--- src/rtl/lowent_prefix_coder.sv ---
// Sequential prefix front end for the hybrid low-entropy coder: grows a symbol prefix,
// queries an external codebook, and streams out the matched codeword. Optional LOWENT_STATS_EN.
module lowent_prefix_coder #(
  parameter int SYM_WIDTH           = 4,
  parameter int PREFIX_MAX          = 16,
  parameter int CODEBOOK_LENGTH_MAX = 64,
  parameter int ENCODE_DATALENGTH   = 21,
  parameter int CNT_WIDTH           = 6
) (
  input  logic                           clk_i,
  input  logic                           rst_n_i,
  input  logic                           sym_valid_i,
  output logic                           sym_ready_o,
  input  logic [SYM_WIDTH-1:0]           sym_i,
  input  logic                           flush_i,
  output logic [CNT_WIDTH-1:0]           ap_cnt_o,
  output logic [CODEBOOK_LENGTH_MAX-1:0] ap_data_o,
  output logic                           ap_flush_o,
  input  logic                           lk_match_i,
  input  logic [CNT_WIDTH-1:0]           lk_length_i,
  input  logic [ENCODE_DATALENGTH-1:0]   lk_data_i,
  output logic                           cw_valid_o,
  input  logic                           cw_ready_i,
  output logic [CNT_WIDTH-1:0]           cw_length_o,
  output logic [ENCODE_DATALENGTH-1:0]   cw_data_o,
  output logic                           flush_done_o,
  output logic                           ovf_err_o
`ifdef LOWENT_STATS_EN
  ,
  input  logic                           stat_clr_i,
  output logic [31:0]                    stat_cw_cnt_o,
  output logic [31:0]                    stat_bit_cnt_o
`endif
);

  typedef enum logic [1:0] {ACC, LOOK, EMIT, FLUSH} state_t;

  state_t                         r_state, w_state_nxt;
  logic [CNT_WIDTH-1:0]           r_ap_cnt;
  logic [CODEBOOK_LENGTH_MAX-1:0] r_ap_data;
  logic                           r_cw_valid;
  logic [CNT_WIDTH-1:0]           r_cw_length;
  logic [ENCODE_DATALENGTH-1:0]   r_cw_data;
  logic                           r_flush_pend;
  logic                           r_flush_beat;
  logic                           r_ovf;

  logic w_accept, w_ld_match, w_ld_flush, w_ovf, w_hs, w_flush_done;
  logic [ENCODE_DATALENGTH-1:0] w_mask;

  // Zero codeword bits above the reported length; a shift past the width yields all ones.
  assign w_mask = ~({ENCODE_DATALENGTH{1'b1}} << lk_length_i);

  always_comb begin
    w_state_nxt  = r_state;
    sym_ready_o  = 1'b0;
    ap_flush_o   = 1'b0;
    w_accept     = 1'b0;
    w_ld_match   = 1'b0;
    w_ld_flush   = 1'b0;
    w_ovf        = 1'b0;
    w_hs         = 1'b0;
    w_flush_done = 1'b0;
    case (r_state)
      ACC: begin
        sym_ready_o = ~r_flush_pend;
        if (r_flush_pend) begin
          if (r_ap_cnt == '0) w_flush_done = 1'b1;
          else                w_state_nxt  = FLUSH;
        end else if (sym_valid_i) begin
          w_accept    = 1'b1;
          w_state_nxt = LOOK;
        end
      end
      LOOK: begin
        w_state_nxt = ACC;
        if (lk_match_i) begin
          w_ld_match  = 1'b1;
          w_state_nxt = EMIT;
        end else if (r_ap_cnt == CNT_WIDTH'(PREFIX_MAX)) begin
          w_ovf = 1'b1;
        end
      end
      FLUSH: begin
        ap_flush_o  = 1'b1;
        w_ld_flush  = 1'b1;
        w_state_nxt = EMIT;
      end
      EMIT: begin
        if (cw_ready_i) begin
          w_hs         = 1'b1;
          w_flush_done = r_flush_beat;
          w_state_nxt  = ACC;
        end
      end
      default: w_state_nxt = ACC;
    endcase
  end

  always_ff @(posedge clk_i or negedge rst_n_i) begin
    if (!rst_n_i) begin
      r_state      <= ACC;
      r_ap_cnt     <= '0;
      r_ap_data    <= '0;
      r_cw_valid   <= 1'b0;
      r_cw_length  <= '0;
      r_cw_data    <= '0;
      r_flush_pend <= 1'b0;
      r_flush_beat <= 1'b0;
      r_ovf        <= 1'b0;
    end else begin
      r_state <= w_state_nxt;

      if (w_ld_match || w_ld_flush || w_ovf) begin
        r_ap_cnt  <= '0;
        r_ap_data <= '0;
      end else if (w_accept) begin
        r_ap_cnt  <= r_ap_cnt + CNT_WIDTH'(1);
        r_ap_data <= {r_ap_data[CODEBOOK_LENGTH_MAX-SYM_WIDTH-1:0], sym_i};
      end

      if (w_ld_match || w_ld_flush) begin
        r_cw_valid   <= 1'b1;
        r_cw_length  <= lk_length_i;
        r_cw_data    <= lk_data_i & w_mask;
        r_flush_beat <= w_ld_flush;
      end else if (w_hs) begin
        r_cw_valid   <= 1'b0;
        r_flush_beat <= 1'b0;
      end

      // Pending stays set through the flush beat so a repeat request is absorbed.
      if (w_flush_done)  r_flush_pend <= 1'b0;
      else if (flush_i)  r_flush_pend <= 1'b1;

      if (w_ovf) r_ovf <= 1'b1;
    end
  end

  assign ap_cnt_o     = r_ap_cnt;
  assign ap_data_o    = r_ap_data;
  assign cw_valid_o   = r_cw_valid;
  assign cw_length_o  = r_cw_length;
  assign cw_data_o    = r_cw_data;
  assign flush_done_o = w_flush_done;
  assign ovf_err_o    = r_ovf;

`ifdef LOWENT_STATS_EN
  logic [31:0] r_stat_cw, r_stat_bit;

  always_ff @(posedge clk_i or negedge rst_n_i) begin
    if (!rst_n_i) begin
      r_stat_cw  <= '0;
      r_stat_bit <= '0;
    end else if (stat_clr_i) begin
      r_stat_cw  <= w_hs ? 32'd1 : 32'd0;
      r_stat_bit <= w_hs ? 32'(r_cw_length) : 32'd0;
    end else if (w_hs) begin
      r_stat_cw  <= r_stat_cw + 32'd1;
      r_stat_bit <= r_stat_bit + 32'(r_cw_length);
    end
  end

  assign stat_cw_cnt_o  = r_stat_cw;
  assign stat_bit_cnt_o = r_stat_bit;
`endif

endmodule

--- config.mk ---
export PLATFORM = sky130hd
export DESIGN_NAME = lowent_prefix_coder
export DESIGN_NICKNAME = d
export VERILOG_FILES = /design/src/rtl/lowent_prefix_coder.sv
export SDC_FILE = /design/constraint.sdc
export NUM_CORES = 1
export LEC_CHECK = 0
export BUFFER_PORTS_ARGS = -buffer_cell sky130_fd_sc_hd__buf_2
export CAP_MARGIN = 20
export CELL_PAD_IN_SITES_DETAIL_PLACEMENT = 0
export CELL_PAD_IN_SITES_GLOBAL_PLACEMENT = 1
export CORE_MARGIN = 8
export CORE_UTILIZATION = 25
export CTS_CLUSTER_SIZE = 10
export DETAILED_ROUTE_END_ITERATION = 10
export GPL_TIMING_DRIVEN = 1
export PLACE_DENSITY = 0.61
export SLEW_MARGIN = 20
export SYNTH_ARGS = -nofsm -noshare
export SYNTH_HDL_FRONTEND = slang
export SYNTH_SLANG_ARGS = --single-unit
export TNS_END_PERCENT = 5
--- constraint.sdc ---
create_clock -name clk_i -period 2.19 [get_ports clk_i]
set_input_delay 0.1095 -clock clk_i [delete_from_list [all_inputs] [get_ports clk_i]]
set_output_delay 0.1095 -clock clk_i [all_outputs]
set_load 0.05 [all_outputs]
======== Yosys cells after proc, flatten, opt, wreduce, memory -nomap -nowiden ========
Index checks and enable logic that the tools add are counted.
storage, ports and cells
  input port bits ......................... 37
  flip-flop bits (word level) ............. 103
  logic and storage cells ................. 60
cells by class
  mux-type cells .......................... 31
  bitwise logic cells ..................... 3
  add/sub/neg operators ................... 1
  equality and inequality tests ........... 7
  reductions and logical operators ........ 8
  shifts and indexed selects .............. 1
operators with widths
  operator                                                                number
  64-bit two-way mux                                                      2
  21-bit AND                                                              1
  21-bit NOT                                                              1
  21-bit by 6-bit << shifter with 21-bit output (first input constant)    1
  1-bit two-way mux                                                       20
  6-bit two-way mux                                                       2
  2-bit two-way mux                                                       5
  2-bit case mux with 4 select lines                                      1
  6-bit by 1-bit adder with 6-bit output (second input constant)          1
  6-bit by 5-bit equality test with 1-bit output (second input constant)  1
  6-bit zero test                                                         1
  3-bit != test (second input constant)                                   2
  2-bit nonzero test                                                      3
  2-bit equality test (second input constant)                             2
  3-bit AND reduction                                                     1
  2-bit by 1-bit equality test with 1-bit output (second input constant)  1
  2-bit zero test                                                         1
  1-bit logical OR                                                        2
  2-bit != test (second input constant)                                   1
  1-bit case mux with 2 select lines                                      1
  1-bit NOT                                                               1

======== Depth between registers and ports, before layout ========
Gate-level depths: netlist of the first run.
  depth in word-level cells ............... 6
  mapped depth ............................ 7

======== Worst setup path before layout of the first run ========
OpenSTA, ideal clock, no wires.
  path kind ............................... register to register
  start ................................... register r_ap_cnt[0], in the netlist ap_cnt_o[0]
  end ..................................... register r_ap_cnt[2], in the netlist ap_cnt_o[2]
  data required time ...................... 2.103 ns
  path slack .............................. 0.217 ns
  setup time .............................. 0.087 ns
  stages on the path, launching flop included .. 8
  arrival time ............................ 1.886 ns
  path buffers ............................ 2
  period minus slack after synthesis ...... 1.973 ns
  cells stage by stage .................... dfrtp_1 > inv_1 > ha_1 > nor4b_1 > a211o_1 > clkbuf_1 > buf_2 > a22oi_1
on the way
  word-level cells in the longest chain between the ends .. 6
  elaborated cells between the ends (all ways) .. 9
  classes of those cells .................. 1 x add/sub; 1 x eq/ne; 5 x mux; 2 x reduce/logical
ends and longest elaborated chain
  item                                                                                            RTL line  text
  start: declaration                                                                              39        logic [CNT_WIDTH-1:0] r_ap_cnt;
  start signal: assignment                                                                        118       r_ap_cnt <= r_ap_cnt + CNT_WIDTH'(1);
  parallel branches: the longest is 6 deep, another holds 6-bit by 1-bit adder with 6-bit output  --
Several ways; the timed one is not identified. The select of a mux whose other input is x is not followed.
A chain may end at the register's enable or synchronous reset.

======== Final worst setup path of the first run ========
  start ................................... register r_ap_cnt[1], in the netlist ap_cnt_o[1]
  end ..................................... output port flush_done_o
on the way
  word-level cells in the longest chain between the ends .. 4
ends and longest elaborated chain
  item                                RTL line  text
  6-bit zero test                     68        if (r_ap_cnt == '0) w_flush_done = 1'b1;
  1-bit two-way mux                   68
  1-bit two-way mux                   67        if (r_flush_pend) begin
  1-bit case mux with 2 select lines  64        case (r_state)
  end: declaration                    26        output logic flush_done_o,
No other way between the ends.

==> results.tsv, run 1 <==
stage	metric	value	unit
run_status	outcome	finished, final reports clean	
drt	drt_iter0_markers	185	
layout	final_cells	786	
logic_synthesis	yosysSeqAreaShare	57.5	%
worst_hold_path	hold_path_class	in -> reg	
sta	setup_tns	0	ns
drt	routed_wl	13200	um
logic_synthesis	synth_top_area_cell	dfrtp_1	
worst_setup_path	start_kind	flip-flop	
worst_setup_path	cp_num_buf_inv	2	
die	core_area	17800	um2
global_route	grt_max_degree	71	
clock_tree	cts_buffers	9	
logic_synthesis	synthCells	411	
logic_synthesis	ys_warn_count	0	
sta	clock_skew	0.00906	ns
layout	n_antenna_cell	0	
logic_synthesis	yosys-top-cells-area	dfrtp_1, mux2i_1, a21oi_1, nand2_1, o21ai_0	
worst_setup_path	cp_slowest_stage_delay	0.44	ns
die	dieHeight	150	um
worst_setup_path	path_delay_family	simple AND/OR/NAND/NOR gates	
drt	vias	3636	
power_and_ir_drop	vdd_ir_drop_max	0.00101	V
power_and_ir_drop	p_sw	3240	uW
place	portBuffers	138	
logic_synthesis	synth_edf_count	0	
die	num_rows	49	
logic_synthesis	synth.distinct_cells	37	
layout	fillCellCount	1869	
logic_synthesis	synth-seq-cells	103	
drt	wl_met3	949	um
sta	rsz0062_at_grt	no	
worst_setup_path	cp.required	2.08	ns
power_and_ir_drop	p_comb_share	42.2	%
sta	post-route-period-util	94.0	%
die	initial_utilization	25.2	%
clock_tree	ctsLongestPathBuffers	2	
drt	drc	0	
drt	drt-met1-wl	5770	um
die	ioPinCount	139	
drt	met2_length	6290	um
sta	hold_violations	0	
die	dieArea	22500	um2
global_route	grt_pass1_vias	3898	
power_and_ir_drop	swShare	46.1	%
die	dieWidth	150	um
drt	final_antenna_net_count	0	
place	dpl_cell_area	5430	um2
clock_tree	path_clk_slew	0.08	ns
layout	syn_to_final_growth	31.8	%
sta	slew_violations	0	
clock_tree	cts_tree	done	
power_and_ir_drop	seq_power_share	35.4	%
global_route	overflow	0	
drt	wl_per_cell	16.8	um
layout	multiInputGateArea	1770	um2
global_route	grt_util_all_layers	11.8	%
logic_synthesis	synth_nets	450	
sta	final.min_clock_period	2.06	ns
layout	design_area	5910	um2
logic_synthesis	synthArstFlopShare	100	%
layout	fin_nets	591	
logic_synthesis	synth_area_per_cell	10.9	um2
global_route	grt_pass1_wl	21100	um
power_and_ir_drop	power.density	1190	nW/um2
clock_tree	root_buffer	clkbuf_16	
worst_setup_path	cp_max_fo	6	
worst_setup_path	crit_type	reg -> out	
sta	worst_slack	0.132	ns
sta	slew_headroom	49.9	%
clock_tree	clk_latency	0.35	ns
place	dp_slack	0.232	ns
place	dpl.cell_count	753	
worst_setup_path	cp_cell_sequence	inv_1 -> ha_1 -> nor4b_4 -> and4b_2 -> or2_2 -> clkbuf_4	
power_and_ir_drop	power.leakage	0.00293	uW
place	gp_congestion	0.743	
logic_synthesis	synth_ff_type	dfrtp_1	
worst_setup_path	crit_path_end_kind	primary output	
drt	top_layer_used	met4	
layout	drive_above_1_share	31.2	%
worst_setup_path	crit_path_top_delay_cell	dfrtp_1	
power_and_ir_drop	p_clk_share	22.5	%
place	hpwlAfterDp	9170	um
logic_synthesis	netlist.area_leader.share	57.5	%
run	drv_cap	0	
power_and_ir_drop	p_int	3790	uW
sta	setup_violations	0	
global_route	antenna_found_initial	0	
worst_setup_path	worstPathArrival	1.95	ns
drt	first_pass_iters	5	
sta	fmax	486	MHz
sta	fin_hold_ws	0.0184	ns
drt	routed_via_density	4.63	
sta	worst_slew_pin_slew	0.751	ns
clock_tree	cts.sinks	103	
logic_synthesis	syn_area	4480	um2
layout	ff_latch_area	2580	um2
clock_tree	h-tree-depth	3	
==> path summary, 6_finish.rpt <==
kind                       slack (ns)  cells past startpoint                         to                 startpoint
min reg2reg                      0.47                      2  cw_data_o[17]$_DFFE_PN0P_  cw_data_o[17]$_DFFE_PN0P_
max reg2reg                      0.32                      3    ap_cnt_o[5]$_DFFE_PN0P_   r_flush_pend$_DFFE_PN0P_
min in group asynchronous        0.29                      2    ap_cnt_o[1]$_DFFE_PN0P_                    rst_n_i
min                              0.02                      3   cw_data_o[0]$_DFFE_PN0P_               lk_data_i[0]
max                              0.13                      6               flush_done_o    ap_cnt_o[1]$_DFFE_PN0P_
max in group asynchronous        1.22                      3  ap_data_o[63]$_DFFE_PN0P_                    rst_n_i
==> area by class of cell <==
type,count,share of cell area [%]
sequential,103,43.7
multi-input combinational,270,30.0
clock inverter,7,1.02
inverter,4,0.254
tap,229,4.85
clock buffer,9,3.81
timing repair buffer,164,16.4
==> synth_stat cells, types with 3 or more instances <==
| cell type | n |
|---|---|
| or2_2 | 3 |
| dfrtp_1 | 103 |
| clkbuf_1 | 14 |
| a21oi_1 | 73 |
| o21ai_0 | 21 |
| nand2_1 | 50 |
| buf_1 | 4 |
| nor3_1 | 3 |
| nor2_1 | 6 |
| and2_1 | 4 |
| nand3_1 | 7 |
| a22oi_1 | 4 |
| or3_1 | 5 |
| inv_1 | 4 |
| mux2i_1 | 65 |
| o2111ai_1 | 3 |
| buf_2 | 16 |
==> cell usage in the layout (no fill, tap or decap), types with 4 or more instances in the layout <==
cell type / count
or3_1: 5
buf_2: 136
clkbuf_16: 9
o21ai_0: 21
inv_6: 6
mux2i_1: 65
inv_1: 4
dlygate4sd3_1: 17
a22oi_1: 4
and2_1: 4
buf_4: 7
nand2_1: 50
nor2_1: 6
dfrtp_1: 101
a21oi_1: 73
nand3_1: 7
==> kinds of logic after synthesis <==
group	synth area share [%]
muxes	14.5
xor gates and xnor gates	0.195
and+or+nand+nor	8.90
buffers and inverters	3.63
AOI/OAI and AO/OA	14.7
adders and majority gates	0.558
DFF	57.5
==> through the flow <==
step,total power (uW),utilization (%)
detailed placement,5490,30.6
finish,7030,33.2
CTS,7120,33.2
global placement,5440,30.6
floorplan,4650,-
global route,7440,33.2
==> repair_timing <==
item,4_1_cts,5_1_grt
setup endpoints to repair,1,1
pin swaps,0,0
resized for setup,1,4
setup buffers,0,0
hold buffers,17,0
endpoints found under the hold margin,52,0
==> per-layer routing <==
| layer | track usage [%] | vias up |
|---|---|---|
| met4 | 4.30 | 0 |
| met1 | 14.4 | 1779 |
| li1 | - | 1747 |
| met3 | 4.32 | 12 |
| met2 | 18.7 | 98 |
| met5 | 0 | - |
==> flip-flops by register name, indices dropped and copies added, names as in the netlist <==
signal / count
r_state: 2
r_flush_beat: 1
ap_data_o: 64
cw_data_o: 21
cw_valid_o: 1
r_flush_pend: 1
ap_cnt_o: 6
cw_length_o: 6
ovf_err_o: 1
==> worst register-to-register path, stage by stage, from the launching register on <==
cell	delay [ns]
dfrtp_1	0.46
or4b_4	0.64
or4_1	0.53
a22oi_1	0.15
==> power groups by stage <==
stage	logic, uW	clock network [uW]	registers (uW)
after floorplan	1100	0	3550
after global placement	2930	0	2510
after detailed placement	2960	0	2520
after CTS	2990	1640	2500
after global routing	3180	1720	2540
final	2960	1580	2490
No activity file was read; power rests on OpenSTA's default activity.
==> run 2: changes to the inputs <==
--- a/config.mk
+++ b/config.mk
@@ -5,6 +5,7 @@
 export SDC_FILE = /design/constraint.sdc
 export NUM_CORES = 1
 export LEC_CHECK = 0
+export ABC_AREA = 1
 export BUFFER_PORTS_ARGS = -buffer_cell sky130_fd_sc_hd__buf_2
 export CAP_MARGIN = 20
 export CELL_PAD_IN_SITES_DETAIL_PLACEMENT = 0
@@ -14,7 +15,7 @@
 export CTS_CLUSTER_SIZE = 10
 export DETAILED_ROUTE_END_ITERATION = 10
 export GPL_TIMING_DRIVEN = 1
-export PLACE_DENSITY = 0.61
+export PLACE_DENSITY = 0.64
 export SLEW_MARGIN = 20
 export SYNTH_ARGS = -nofsm -noshare
 export SYNTH_HDL_FRONTEND = slang
==> run 2 against run 1 <==
Final cell count grew 13%. Fmax grew 8.7%. Clock-buffer cell count grew 2. Synthesized area decreased by 2.8%. Total power grew 1.2%. Utilization rose by 0.21 points. Die area is 2.5% lower. First-iteration DRC count rose by 38%. Flip-flop and latch count unchanged. Non-clock buffer count decreased by 2. Clock power is 4% higher. Largest cell class unchanged.
==> results.tsv, run 2 <==
stage	metric	value	unit	change
die	num_rows	48		was 49
place	gp_congestion	0.800		was 0.743
logic_synthesis	synth_ff_type	dfrtp_1		unchanged
worst_setup_path	cp_slowest_stage_delay	0.41	ns	was 0.44 ns
layout	fillCellCount	1881		was 1869
layout	final_cells	891		was 786
run	drv_cap	0		unchanged
layout	multiInputGateArea	1570	um2	was 1770 um2
power_and_ir_drop	swShare	46.1	%	about the same
sta	fmax	528	MHz	was 486 MHz
worst_setup_path	cp_cell_sequence	inv_1 -> ha_1 -> inv_1 -> nor2_1 -> nand2_1 -> o22ai_1 -> buf_2		was inv_1 -> ha_1 -> nor4b_4 -> and4b_2 -> or2_2 -> clkbuf_4
drt	drc	0		unchanged
power_and_ir_drop	p_sw	3280	uW	was 3240 uW
logic_synthesis	synth_area_per_cell	8.48	um2	was 10.9 um2
place	dpl.cell_count	860		was 753
die	dieArea	21900	um2	was 22500 um2
logic_synthesis	syn_area	4360	um2	was 4480 um2
clock_tree	cts_buffers	9		unchanged
die	ioPinCount	139		unchanged
global_route	overflow	0		unchanged
clock_tree	path_clk_slew	0.07	ns	was 0.08 ns
drt	drt_iter0_markers	256		was 185
clock_tree	hold_buffers	14		was 17
clock_tree	ctsLongestPathBuffers	2		unchanged
layout	ff_latch_area	2580	um2	about the same
clock_tree	cts.sinks	103		unchanged
sta	post-route-period-util	86.5	%	was 94.0%
power_and_ir_drop	seq_power_share	35.2	%	was 35.4%
power_and_ir_drop	power.density	1240	nW/um2	was 1190 nW/um2
clock_tree	post_cts_buffers	0		unchanged
worst_setup_path	worstPathArrival	1.78	ns	was 1.95 ns
power_and_ir_drop	vdd_ir_drop_max	0.00102	V	was 0.00101 V
layout	largest_reg_flops	64		unchanged
logic_synthesis	synth_top_area_cell	dfrtp_1		unchanged
logic_synthesis	synth_nets	553		was 450
worst_setup_path	cp.required	2.08	ns	about the same
worst_setup_path	crit_path_top_delay_cell	dfrtp_1		unchanged
clock_tree	cts_resized	0		was 1
global_route	grt_pass1_wl	21000	um	was 21100 um
layout	layout_commonest_cell	nand2_1		was buf_2
logic_synthesis	synthArstFlopShare	100	%	unchanged
worst_setup_path	cp_max_fo	5		was 6
power_and_ir_drop	p_clk_share	23.0	%	was 22.5%
worst_hold_path	hold_path_class	in -> reg		unchanged
layout	syn_to_final_growth	31.8	%	about the same
worst_setup_path	worstRegToRegCells	8		was 3
power_and_ir_drop	p_comb_share	41.8	%	was 42.2%
layout	drive_above_1_share	25.7	%	was 31.2%
place	dp_slack	0.519	ns	was 0.232 ns
clock_tree	cts_tree	done		unchanged
layout	utilization	33.4	%	was 33.2%
sta	rsz0062_at_grt	no		unchanged
logic_synthesis	synth.distinct_cells	23		was 37
sta	final.min_clock_period	1.89	ns	was 2.06 ns
logic_synthesis	netlist.area_leader.share	59.1	%	was 57.5%
die	dieHeight	148	um	was 150 um
sta	slew_violations	0		unchanged
global_route	grt_max_degree	68		was 71
drt	routed_wl	13000	um	was 13200 um
die	core_area	17200	um2	was 17800 um2
place	hpwlAfterDp	9400	um	was 9170 um
sta	slew_headroom	69.1	%	was 49.9%
logic_synthesis	synth_commonest_cells	nand2_1, dfrtp_1, a21oi_1, nor2_1, inv_1		was dfrtp_1, a21oi_1, mux2i_1, nand2_1, o21ai_0
drt	vias	3889		was 3636
worst_setup_path	crit_type	reg -> out		unchanged
logic_synthesis	synth_edf_count	0		unchanged
place	portBuffers	138		unchanged
drt	final_antenna_net_count	0		unchanged
logic_synthesis	synth.most_common_cell	nand2_1		was dfrtp_1
power_and_ir_drop	total_power	7110	uW	was 7030 uW
logic_synthesis	yosysSeqAreaShare	59.1	%	was 57.5%
die	initial_utilization	25.4	%	was 25.2%
layout	fin_nets	699		was 591
worst_setup_path	crit_path_end_kind	primary output		unchanged
die	dieWidth	148	um	was 150 um
worst_hold_path	whs_path_depth	3		unchanged
logic_synthesis	synthCells	514		was 411
logic_synthesis	synth-seq-cells	103		unchanged
sta	worst_slack	0.296	ns	was 0.132 ns
global_route	grt_pass1_vias	4004		was 3898
clock_tree	root_buffer	clkbuf_16		unchanged
worst_setup_path	start_kind	flip-flop		unchanged
run_status	outcome	finished, final reports clean		unchanged
power_and_ir_drop	power.leakage	0.00293	uW	about the same
drt	routed_via_density	4.36		was 4.63
sta	worst_slew_pin_slew	0.463	ns	was 0.751 ns
clock_tree	clk_latency	0.35	ns	about the same
sta	clock_skew	0.00823	ns	was 0.00906 ns
global_route	antenna_found_initial	0		unchanged
sta	setup_violations	0		unchanged
logic_synthesis	ys_warn_count	0		unchanged
global_route	grt_util_all_layers	12.0	%	was 11.8%
sta	setup_tns	0	ns	unchanged
drt	first_pass_iters	5		unchanged
power_and_ir_drop	p_int	3830	uW	was 3790 uW
worst_setup_path	crit_top_cell	inv_1		
drt	wl_per_cell	14.6	um	was 16.8 um
sta	hold_violations	0		unchanged
logic_synthesis	yosys-top-cells-area	dfrtp_1, nand2_1, a21oi_1, nor2_1, nand3_1		was dfrtp_1, mux2i_1, a21oi_1, nand2_1, o21ai_0
clock_tree	h-tree-depth	3		unchanged
layout	final_cell_mix	nand2_1, buf_2, dfrtp_1, a21oi_1, nor2_1		was buf_2, dfrtp_1, a21oi_1, mux2i_1, nand2_1
## run 2: layout make-up
type | instances | share of cell area, %
clock buffer | 11 | 4.23
tap | 225 | 4.90
sequential | 103 | 44.9
clock inverter | 5 | 1.00
timing repair buffer | 162 | 16.2
inverter | 22 | 1.44
multi-input combinational | 362 | 27.3
antenna | 1 | 0.0436
## run 2: power groups by stage
| stage | sequential (uW) | combinational [uW] | clock [uW] |
|---|---|---|---|
| after floorplan | 3610 | 1100 | 0 |
| after detailed placement | 2540 | 3000 | 0 |
| after global routing | 2560 | 3210 | 1770 |
| after CTS | 2510 | 3020 | 1700 |
| after global placement | 2530 | 2990 | 0 |
| final | 2500 | 2970 | 1640 |
## run 2: final timing paths
check / start / slack [ns] / endpoint
max: ap_cnt_o[0]$_DFFE_PN0P_ / 0.30 / flush_done_o
min: lk_data_i[2] / 0.02 / cw_data_o[2]$_DFFE_PN0P_
max reg2reg: ap_cnt_o[0]$_DFFE_PN0P_ / 0.51 / ap_data_o[3]$_DFFE_PN0P_
min reg2reg: cw_valid_o$_DFFE_PN0P_ / 0.47 / cw_valid_o$_DFFE_PN0P_
max in group asynchronous: rst_n_i / 1.31 / ap_data_o[57]$_DFFE_PN0P_
min in group asynchronous: rst_n_i / 0.24 / ap_data_o[1]$_DFFE_PN0P_
## run 2: per-layer routing
| layer | track usage, % | up-vias | share of wire [%] |
|---|---|---|---|
| li1 | - | 1925 | - |
| met1 | 15.4 | 1855 | 46 |
| met2 | 18.7 | 94 | 46 |
| met3 | 4.01 | 15 | 7.0 |
| met4 | 3.72 | 0 | 1.4 |
| met5 | 0 | - | 0 |
## run 2: logic make-up (layout without fill, tap and decap cells)
logic type	after synthesis	in the layout	share of synthesized area, %
AO/OA/AOI/OAI	92	92	10.7
XOR/XNOR	1	1	0.201
adder cells (fa/ha/maj)	2	2	0.574
buffers and inverters	49	200	5.42
flip-flops	103	103	59.1
other	0	1	0
AND/OR/NAND/NOR	267	267	23.9
## run 2: critical path, delay by kind of cell, from the launching register on
kind | cells | cell delay (ns)
adders and majority gates | 1 | 0.16
DFF | 1 | 0.41
AOI/OAI and AO/OA | 1 | 0.16
and+or+nand+nor | 2 | 0.23
buffers and inverters | 3 | 0.47
## run 2: per-stage QoR
step | instance area, um2 | hold slack (ns)
final | 5740 | 0.0159
after global routing | 5740 | 0.0215
after CTS | 5740 | 0.00705
after detailed placement | 5300 | 0.0803
after global placement | 5300 | 0.0694
after floorplan | 4360 | -0.186
